### src/rtl/mem_write_unit_pkg.sv
// Shared definitions for the store-side memory write path: widths,
// size/destination encodings, buffer entry layout and lane formatting.
`ifndef WORD
`define WORD 32
`endif

package mem_write_unit_pkg;

  localparam logic [1:0] SZ_BYTE = 2'b00;
  localparam logic [1:0] SZ_HALF = 2'b01;
  localparam logic [1:0] SZ_WORD = 2'b10;

  localparam logic [1:0] DST_PC  = 2'b00;
  localparam logic [1:0] DST_MEM = 2'b10;
  localparam logic [1:0] DST_REG = 2'bx1;

  typedef enum logic {
    ST_IDLE,
    ST_REQ
  } state_e;

  // One buffered store, already formatted for the bus.
  typedef struct packed {
    logic [`WORD-1:0] addr;
    logic [`WORD-1:0] wdata;
    logic [3:0]       be;
  } store_entry_t;

  localparam int unsigned ENTRY_W = $bits(store_entry_t);

  // Half must be 2-byte aligned, word 4-byte aligned; size 11 never legal.
  function automatic logic store_legal(input logic [1:0] lsb, input logic [1:0] size);
    logic ok;
    ok = 1'b0;
    case (size)
      SZ_BYTE: ok = 1'b1;
      SZ_HALF: ok = (lsb[0] == 1'b0);
      SZ_WORD: ok = (lsb == 2'b00);
      default: ok = 1'b0;
    endcase
    return ok;
  endfunction

  // Little-endian lane replication and byte-enable generation.
  function automatic store_entry_t format_store(input logic [`WORD-1:0] addr,
                                                input logic [`WORD-1:0] data,
                                                input logic [1:0]       size);
    store_entry_t e;
    e.addr = {addr[`WORD-1:2], 2'b00};
    e.wdata = data;
    e.be = 4'b1111;
    case (size)
      SZ_BYTE: begin
        e.wdata = {4{data[7:0]}};
        e.be = 4'b0001 << addr[1:0];
      end
      SZ_HALF: begin
        e.wdata = {2{data[15:0]}};
        e.be = addr[1] ? 4'b1100 : 4'b0011;
      end
      default: begin
        e.wdata = data;
        e.be = 4'b1111;
      end
    endcase
    return e;
  endfunction

endpackage

### src/rtl/mem_write_unit_store_fifo.sv
// Synchronous FIFO holding formatted stores; head entry is visible on
// data_o whenever the FIFO is non-empty.
module store_fifo #(
  parameter int unsigned DEPTH = 2,
  parameter int unsigned WIDTH = 68
) (
  input  logic                     clk_i,
  input  logic                     rst_i,
  input  logic                     push_i,
  input  logic                     pop_i,
  input  logic [WIDTH-1:0]         data_i,
  output logic [WIDTH-1:0]         data_o,
  output logic                     full_o,
  output logic                     empty_o,
  output logic [$clog2(DEPTH):0]   count_o
);

  localparam int unsigned AW = $clog2(DEPTH);
  localparam int unsigned CW = AW + 1;

  logic [WIDTH-1:0] mem_q [DEPTH];
  logic [AW-1:0]    wr_ptr_q, wr_ptr_d;
  logic [AW-1:0]    rd_ptr_q, rd_ptr_d;
  logic [CW-1:0]    count_q, count_d;
  logic             push_eff, pop_eff;

  assign full_o   = (count_q == CW'(DEPTH));
  assign empty_o  = (count_q == '0);
  assign count_o  = count_q;
  assign data_o   = mem_q[rd_ptr_q];
  assign push_eff = push_i && !full_o;
  assign pop_eff  = pop_i && !empty_o;

  // Pointer and occupancy next-state; pointers wrap since DEPTH is a power of two.
  always_comb begin
    wr_ptr_d = wr_ptr_q;
    rd_ptr_d = rd_ptr_q;
    count_d  = count_q;
    if (push_eff) wr_ptr_d = wr_ptr_q + AW'(1);
    if (pop_eff)  rd_ptr_d = rd_ptr_q + AW'(1);
    case ({push_eff, pop_eff})
      2'b10:   count_d = count_q + CW'(1);
      2'b01:   count_d = count_q - CW'(1);
      default: count_d = count_q;
    endcase
  end

  // Pointer and occupancy registers.
  always_ff @(posedge clk_i or posedge rst_i) begin
    if (rst_i) begin
      wr_ptr_q <= '0;
      rd_ptr_q <= '0;
      count_q  <= '0;
    end else begin
      wr_ptr_q <= wr_ptr_d;
      rd_ptr_q <= rd_ptr_d;
      count_q  <= count_d;
    end
  end

  // Storage array; contents are only meaningful between the pointers.
  always_ff @(posedge clk_i) begin
    if (push_eff) mem_q[wr_ptr_q] <= data_i;
  end

endmodule

### src/rtl/mem_write_unit.sv
// Store-side consumer of the memory-destination result path: validates and
// formats stores, buffers them, and issues them on the data-memory bus with
// a req/ack handshake and a drop-on-timeout guard.
module mem_write_unit
  import mem_write_unit_pkg::*;
#(
  parameter int unsigned DEPTH   = 2,
  parameter int unsigned TIMEOUT = 255,
  parameter int unsigned CNT_W   = 8
) (
  input  logic               clk,
  input  logic               rst,
  input  logic               wr_valid,
  output logic               wr_ready,
  input  logic [`WORD-1:0]   wr_addr,
  input  logic [`WORD-1:0]   wr_data,
  input  logic [1:0]         wr_size,
  output logic               bus_req,
  output logic [`WORD-1:0]   bus_addr,
  output logic [`WORD-1:0]   bus_wdata,
  output logic [3:0]         bus_be,
  input  logic               bus_ack,
  output logic               misalign_err,
  output logic               bus_err,
  output logic               idle
);

  localparam int unsigned CW = $clog2(DEPTH) + 1;
  localparam logic [CNT_W-1:0] TO_LAST = CNT_W'((TIMEOUT == 0) ? 0 : TIMEOUT - 1);

  state_e             state_q, state_d;
  logic [CNT_W-1:0]   cnt_q, cnt_d;
  logic               misalign_q, misalign_d;
  logic               bus_err_q, bus_err_d;
  store_entry_t       last_q;
  store_entry_t       head, entry_in, shown;
  logic               full, empty;
  logic [CW-1:0]      count;
  logic               accept, legal, push, pop, timeout_hit;

  assign wr_ready = !full;
  assign accept   = wr_valid && wr_ready;
  assign legal    = store_legal(wr_addr[1:0], wr_size);
  assign push     = accept && legal;
  assign entry_in = format_store(wr_addr, wr_data, wr_size);

  store_fifo #(
    .DEPTH (DEPTH),
    .WIDTH (ENTRY_W)
  ) u_fifo (
    .clk_i   (clk),
    .rst_i   (rst),
    .push_i  (push),
    .pop_i   (pop),
    .data_i  (entry_in),
    .data_o  (head),
    .full_o  (full),
    .empty_o (empty),
    .count_o (count)
  );

  // Bus FSM next-state: ack or timeout pops the head; stay in REQ while
  // anything remains, counting a same-edge enqueue as remaining.
  always_comb begin
    state_d     = state_q;
    cnt_d       = cnt_q;
    pop         = 1'b0;
    timeout_hit = 1'b0;
    misalign_d  = accept && !legal;
    case (state_q)
      ST_IDLE: begin
        cnt_d = '0;
        if (!empty || push) state_d = ST_REQ;
      end
      ST_REQ: begin
        if (bus_ack) begin
          pop = 1'b1;
        end else if ((TIMEOUT != 0) && (cnt_q == TO_LAST)) begin
          pop         = 1'b1;
          timeout_hit = 1'b1;
        end else begin
          cnt_d = cnt_q + CNT_W'(1);
        end
        if (pop) begin
          cnt_d = '0;
          if ((count == CW'(1)) && !push) state_d = ST_IDLE;
        end
      end
      default: state_d = ST_IDLE;
    endcase
    bus_err_d = timeout_hit;
  end

  // FSM, counter and error-pulse registers.
  always_ff @(posedge clk or posedge rst) begin
    if (rst) begin
      state_q    <= ST_IDLE;
      cnt_q      <= '0;
      misalign_q <= 1'b0;
      bus_err_q  <= 1'b0;
    end else begin
      state_q    <= state_d;
      cnt_q      <= cnt_d;
      misalign_q <= misalign_d;
      bus_err_q  <= bus_err_d;
    end
  end

  // Remember the last driven entry so the bus fields hold while idle.
  always_ff @(posedge clk or posedge rst) begin
    if (rst) begin
      last_q <= '0;
    end else if (state_q == ST_REQ) begin
      last_q <= head;
    end
  end

  assign bus_req      = (state_q == ST_REQ);
  assign shown        = bus_req ? head : last_q;
  assign bus_addr     = shown.addr;
  assign bus_wdata    = shown.wdata;
  assign bus_be       = shown.be;
  assign misalign_err = misalign_q;
  assign bus_err      = bus_err_q;
  assign idle         = empty && (state_q == ST_IDLE);

endmodule
### config.mk
export PLATFORM = sky130hd
export DESIGN_NAME = mem_write_unit
export DESIGN_NICKNAME = d
export VERILOG_FILES = /design/src/rtl/mem_write_unit_pkg.sv /design/src/rtl/mem_write_unit_store_fifo.sv /design/src/rtl/mem_write_unit.sv
export SDC_FILE = /design/constraint.sdc
export NUM_CORES = 1
export LEC_CHECK = 0
export ABC_AREA = 1
export BUFFER_PORTS_ARGS = -buffer_cell sky130_fd_sc_hd__buf_2
export CORE_MARGIN = 4
export CORE_UTILIZATION = 30
export DETAILED_ROUTE_END_ITERATION = 10
export GPL_ROUTABILITY_DRIVEN = 0
export PLACE_DENSITY = 0.56
export SLEW_MARGIN = 20
export SYNTH_ARGS = -nofsm -noshare
export SYNTH_HDL_FRONTEND = slang
export SYNTH_SLANG_ARGS = --single-unit
### constraint.sdc
create_clock -name clk -period 4.12 [get_ports clk]
set_input_delay 0.206 -clock clk [delete_from_list [all_inputs] [get_ports clk]]
set_output_delay 0.206 -clock clk [all_outputs]
set_load 0.02 [all_outputs]
Word-level counts from Yosys, hierarchy flattened
Memories as Yosys holds them, arrays and structs flattened.
Cells that the tools add are included.
Word-level totals
  bits in registers: 83
  bits in writable memories: 132
  input bits: 70
  output and inout bits: 73
  word-level logic and storage cells: 66
  memories kept: 1
Memories
  u_fifo.mem_q: words 2, bits a word 66, rd ports 1, clocked after Yosys merged registers in 0, wr ports 1, line mem_write_unit_store_fifo.sv:21  | logic [WIDTH-1:0] mem_q [DEPTH];
Cells by class
  $add $sub $neg: 5
  equality and inequality tests: 9
  shift-type cells: 1
  muxes and demuxes: 21
  bitwise gates (word level): 2
  reduce and logical (&&, ||, !) cells: 17
Operators with widths (number)
  $pmux W36 S2: 1
  $mux W68: 1
  $mux W8: 3
  $pmux W8 S2: 1
  $mux W1: 11
  $add A8 B1 Y8 const B: 1
  $eq A8 B8 Y1 const B: 1
  $logic_and A1 B1 Y1: 7
  $eq A2 B1 Y1 const B: 3
  $eq A2 B2 Y1 const B: 3
  $logic_not A2 Y1: 3
  $ne A3 B2 Y1 const B: 2
  $logic_not A1 Y1: 4
  $mux W4: 1
  $pmux W2 S2: 1
  $shl A1 B2 Y4 const A: 1
  $pmux W1 S3: 1
  $add A1 B1 Y1 const B: 2
  $add A2 B1 Y2 const B: 1
  $not A1 Y1: 2
  $pmux W1 S2: 1
  $reduce_and A2 Y1: 1
  $reduce_bool A2 Y1: 1
  $sub A2 B1 Y2 const B: 1
  $logic_or A1 B1 Y1: 1

Longest topological paths before layout
  word-level depth: 9
  depth in mapped cells: 11
  mapped depth without buffers: 11

Cells and area by module
Synthesis repeated with hierarchy kept, for this count alone.
Second synthesis, totals
  cell total of the unflattened synthesis: 826
  area, all modules: 8762.2 sq um
Modules (own cells, without submodules)
  store_fifo: instances 1, cells each 388, area an instance 5271.3 sq um
  mem_write_unit: instances 1, cells each 438, area an instance 3490.8 sq um

Least setup slack after synthesis
OpenSTA, ideal clock, no wires.
  path kind: reg2reg
  start: register u_fifo.count_q[0], in the netlist u_fifo.count_o[0]
  end: memory u_fifo.mem_q[1][0] (netlist bit) (enable)
  arrival: 3.646 ns
  slack: -0.016 ns
  stages on the path, launching flop included: 6
  path buffers: 0
  cells stage by stage: dfrtp_1 inv_1 ha_1 nor2_1 nand2_1 nor2_1
Between the ends
  longest elaborated chain between the ends: 7
Ends and longest elaborated chain
  start: declaration: line mem_write_unit_store_fifo.sv:24  | logic [CW-1:0] count_q, count_d;
  start signal: assignment: line mem_write_unit_store_fifo.sv:57  | count_q <= count_d;
  $eq A2 B2 Y1 (*): line mem_write_unit_store_fifo.sv:27  | assign full_o = (count_q == CW'(DEPTH));
  $logic_not A1 Y1 (*): line mem_write_unit_store_fifo.sv:31, mem_write_unit.sv:41
  $logic_and A1 B1 Y1: line mem_write_unit.sv:42  | assign accept = wr_valid && wr_ready;
  $logic_and A1 B1 Y1: line mem_write_unit.sv:44  | assign push = accept && legal;
  $logic_and A1 B1 Y1 (*): line mem_write_unit_store_fifo.sv:31  | assign push_eff = push_i && !full_o;
  $mux W1 (*): line mem_write_unit_store_fifo.sv:63  | if (push_eff) mem_q[wr_ptr_q] <= data_i;
  $mux W1 (not written as such) (*): line mem_write_unit_store_fifo.sv:63
  end: declaration: line mem_write_unit_store_fifo.sv:21
Mark *: on every way between the ends. The rest lies on a longest branch, timed or not.

Worst setup path in the final report
  start: register state_q, in the netlist bus_req
  end: output bus_addr[11]
Between the ends
  longest elaborated chain between the ends: 1
Ends and longest elaborated chain
  start: declaration: line mem_write_unit.sv:31  | state_e state_q, state_d;
  start signal: assignment: line mem_write_unit.sv:102  | state_q <= state_d;
  $mux W68
  end: declaration: line mem_write_unit.sv:19  | output logic [`WORD-1:0] bus_addr,
No other way between the ends.

==> impl_metrics.tcl <==
set metrics [dict create \
    start_util_pct 30.4 \
    detail_route.first_pass.iterations 5 \
    synth_fp_nets 751 \
    grt_antenna_before_repair 0 \
    final_nets 935 \
    path_clk_slew_ns 0.06 \
    ys.warnings.count 0 \
    postLayoutCellArea_sq_um 10400 \
    tns_ns 0 \
    crit_chain "inv_2 -> buf_4 -> nand2_1 -> o21ai_1 -> buf_2" \
    core_area_sq_um 26800 \
    io_pins 143 \
    grt_pass1_wl_mm 32.2 \
    grt-ovfl-total 0 \
    port_buffers 142 \
    drt_iter0_drc 319 \
    netlist_area_sq_um 8150 \
    vdd_drop_max_uv 419 \
    crit_type "flip-flop to output port" \
    combPwrFrac_pct 34.6 \
    p_seq_share_pct 38.3 \
    area_growth_pct 27.7 \
    crit_arrival_ns 2.52 \
    fill_cells 2583 \
    syn_inst 675 \
    slowest_delay_ns 0.75 \
    rows 60 \
    skew_ns 0.0184 \
    power.leakage_nw 4.17 \
    p_clk_share_pct 27.1 \
    drv_cap 0 \
    fin_crit_sh_pct 66.1 \
    multi_input_area_sq_um 1830 \
    critPathCaptureType "output port" \
    grt_usage_pct 13.5 \
    routed_wl_mm 20.5 \
    startpoint_type "flip-flop" \
    cts_root_buf "clkbuf_16" \
    tightest_slew_ns 1.04 \
    p_per_area_nw_per_um2 753 \
    cts_max_level 1 \
    first_global_vias 5497 \
    relSlewSlack_pct 30.2 \
    seq_area_frac_synth_pct 74.2 \
    syn-mean-instance-area_sq_um 12.1 \
    dieArea_sq_um 29900 \
    hold_class "input port to flip-flop" \
    dp_hpwl_mm 12.6 \
    finalHoldViolations 0 \
    ys_ff_latch 215 \
    cts_inserted_buffers 24 \
    wl_per_cell_um 16.8 \
    critPathMaxFanout 49 \
    diodes 0 \
    drtAntennaViolNets 0 \
    worst_path_max_delay_cell "inv_2" \
    grt_max_degree 75 \
    period_minus_slack_ns 2.72 \
    rsz0062_at_grt "false" \
    switching_power_mw 2.95 \
    die_x_um 173 \
    fmax_ghz 0.367 \
    cts_tree "built" \
    drc 0 \
    drive_above_1_share_pct 22.7 \
    status "finished clean" \
    ctsResizeCount 0 \
    cp.required_ns 3.91 \
    die_h_um 173 \
    avgViaCountPerCell 4.54 \
    clk-insertion-delay-late_ns 0.51 \
    swShare_pct 37.7 \
    cts_sinks 215 \
    internal_power_mw 4.88 \
    place_area_sq_um 9180 \
    ys_types 23 \
    slew_viol_final 0 \
    clk_path_buf_depth 3 \
    seq_area_sq_um 6040 \
    routed-via-count 5524 \
    setup_viol 0 \
]
==> path summary, 6_finish.rpt <==
check | from | slack, ns | cells past startpoint | end
worst min register to register | u_fifo.wr_ptr_q | 0.47 | 2 | u_fifo.wr_ptr_q
min in group asynchronous | rst | 0.31 | 3 | last_q[20]
worst min-delay path | wr_valid | 0.02 | 3 | misalign_err
worst max register to register | u_fifo.count_o[0] | 1.81 | 6 | u_fifo.mem_q[1][45]
max in group asynchronous | rst | 2.80 | 4 | last_q[64]
worst max-delay path | bus_req | 1.40 | 5 | bus_addr[11]
==> worst max-delay path, delay by kind of cell, from the launching register on <==
kind | cells | cell delay (ns)
buffers and inverters | 3 | 1.37
flip-flops | 1 | 0.40
AO/OA/AOI/OAI | 1 | 0.15
AND/OR/NAND/NOR | 1 | 0.07
==> cells by family after synthesis <==
family	count (synthesis)	share of synthesized area, %
and+or+nand+nor	246	12.0
xor gates and xnor gates	6	0.645
buffers and inverters	59	3.47
AOI/OAI and AO/OA	143	8.85
adders and majority gates	6	0.921
DFF	215	74.2
==> synthesized netlist by cell type, drive strengths merged <==
master | count | share of area [%]
clkbuf | 18 | 0.84
o21ai | 140 | 8.6
ha | 6 | 0.92
xor2 | 3 | 0.32
nand2 | 146 | 6.7
nor3 | 3 | 0.18
nor2 | 84 | 4.2
nand4 | 1 | 0.077
nand3b | 1 | 0.092
a21oi | 1 | 0.061
o211ai | 2 | 0.18
nand3 | 11 | 0.68
xnor2 | 3 | 0.32
edfxtp | 132 | 49
dfrtp | 83 | 25
buf | 15 | 1.4
inv | 26 | 1.2
==> sequential cells by signal (all words and copies together), names as in the netlist <==
name and flops:
bus_err 1, bus_req 1, cnt_q 8, last_q 68
misalign_err 1, u_fifo.count_o 2, u_fifo.mem_q 132, u_fifo.rd_ptr_q 1
u_fifo.wr_ptr_q 1
==> cell usage in the layout (no fill, tap or decap), drive strengths merged <==
cell type    netlist  final
a21oi              1      1
buf               15    148
bufinv             0      3
clkbuf            18     32
clkinv             0      6
clkinvlp           0      3
dfrtp             83     83
dlygate4sd3        0     43
edfxtp           132    132
ha                 6      6
inv               26     26
nand2            146    146
nand3             11     11
nand3b             1      1
nand4              1      1
nor2              84     84
nor3               3      3
o211ai             2      2
o21ai            140    140
xnor2              3      3
xor2               3      3
==> metal layers <==
metal  track usage (%)  wire length (um)
met1              19.4              9530
met2              21.5              9380
met3              2.78              1210
met4              2.89               369
met5                 0                 0
==> per-stage QoR <==
stage                     total power, mW  hold WS [ns]  util [%]  setup slack [ns]  cells
final                                7.84        0.0186      38.8              1.40   1218
after global routing                 8.35       0.00503      38.8              1.15   1218
after CTS                            7.97       0.00211      38.8              1.31   1218
after detailed placement             5.78         0.348      34.3              1.46   1131
after global placement               5.75         0.349      34.3              1.53   1131
after floorplan                      4.79         0.279         -              1.09    675
==> repair_timing <==
item,CTS,global route
setup buffers,0,0
hold buffers,43,0
endpoints found under the hold margin,127,0
==> final cells by class <==
type / count / area share (%)
multi-input cells: 401 / 17.6
clock inverters: 12 / 1.43
flip-flops and latches: 215 / 58.1
clock buffers: 32 / 6.16
well taps: 341 / 4.10
repair buffers: 191 / 11.6
inverters: 26 / 0.986
==> power groups by stage <==
stage	combinational, mW	clock, mW	sequential [mW]
2_1_floorplan	1.76	0	3.03
5_1_grt	3.01	2.29	3.06
3_5_place_dp	2.73	0	3.05
3_3_place_gp	2.72	0	3.04
4_1_cts	2.77	2.19	3.01
6_report	2.71	2.12	3.00
(Power assumes the default switching activity.)
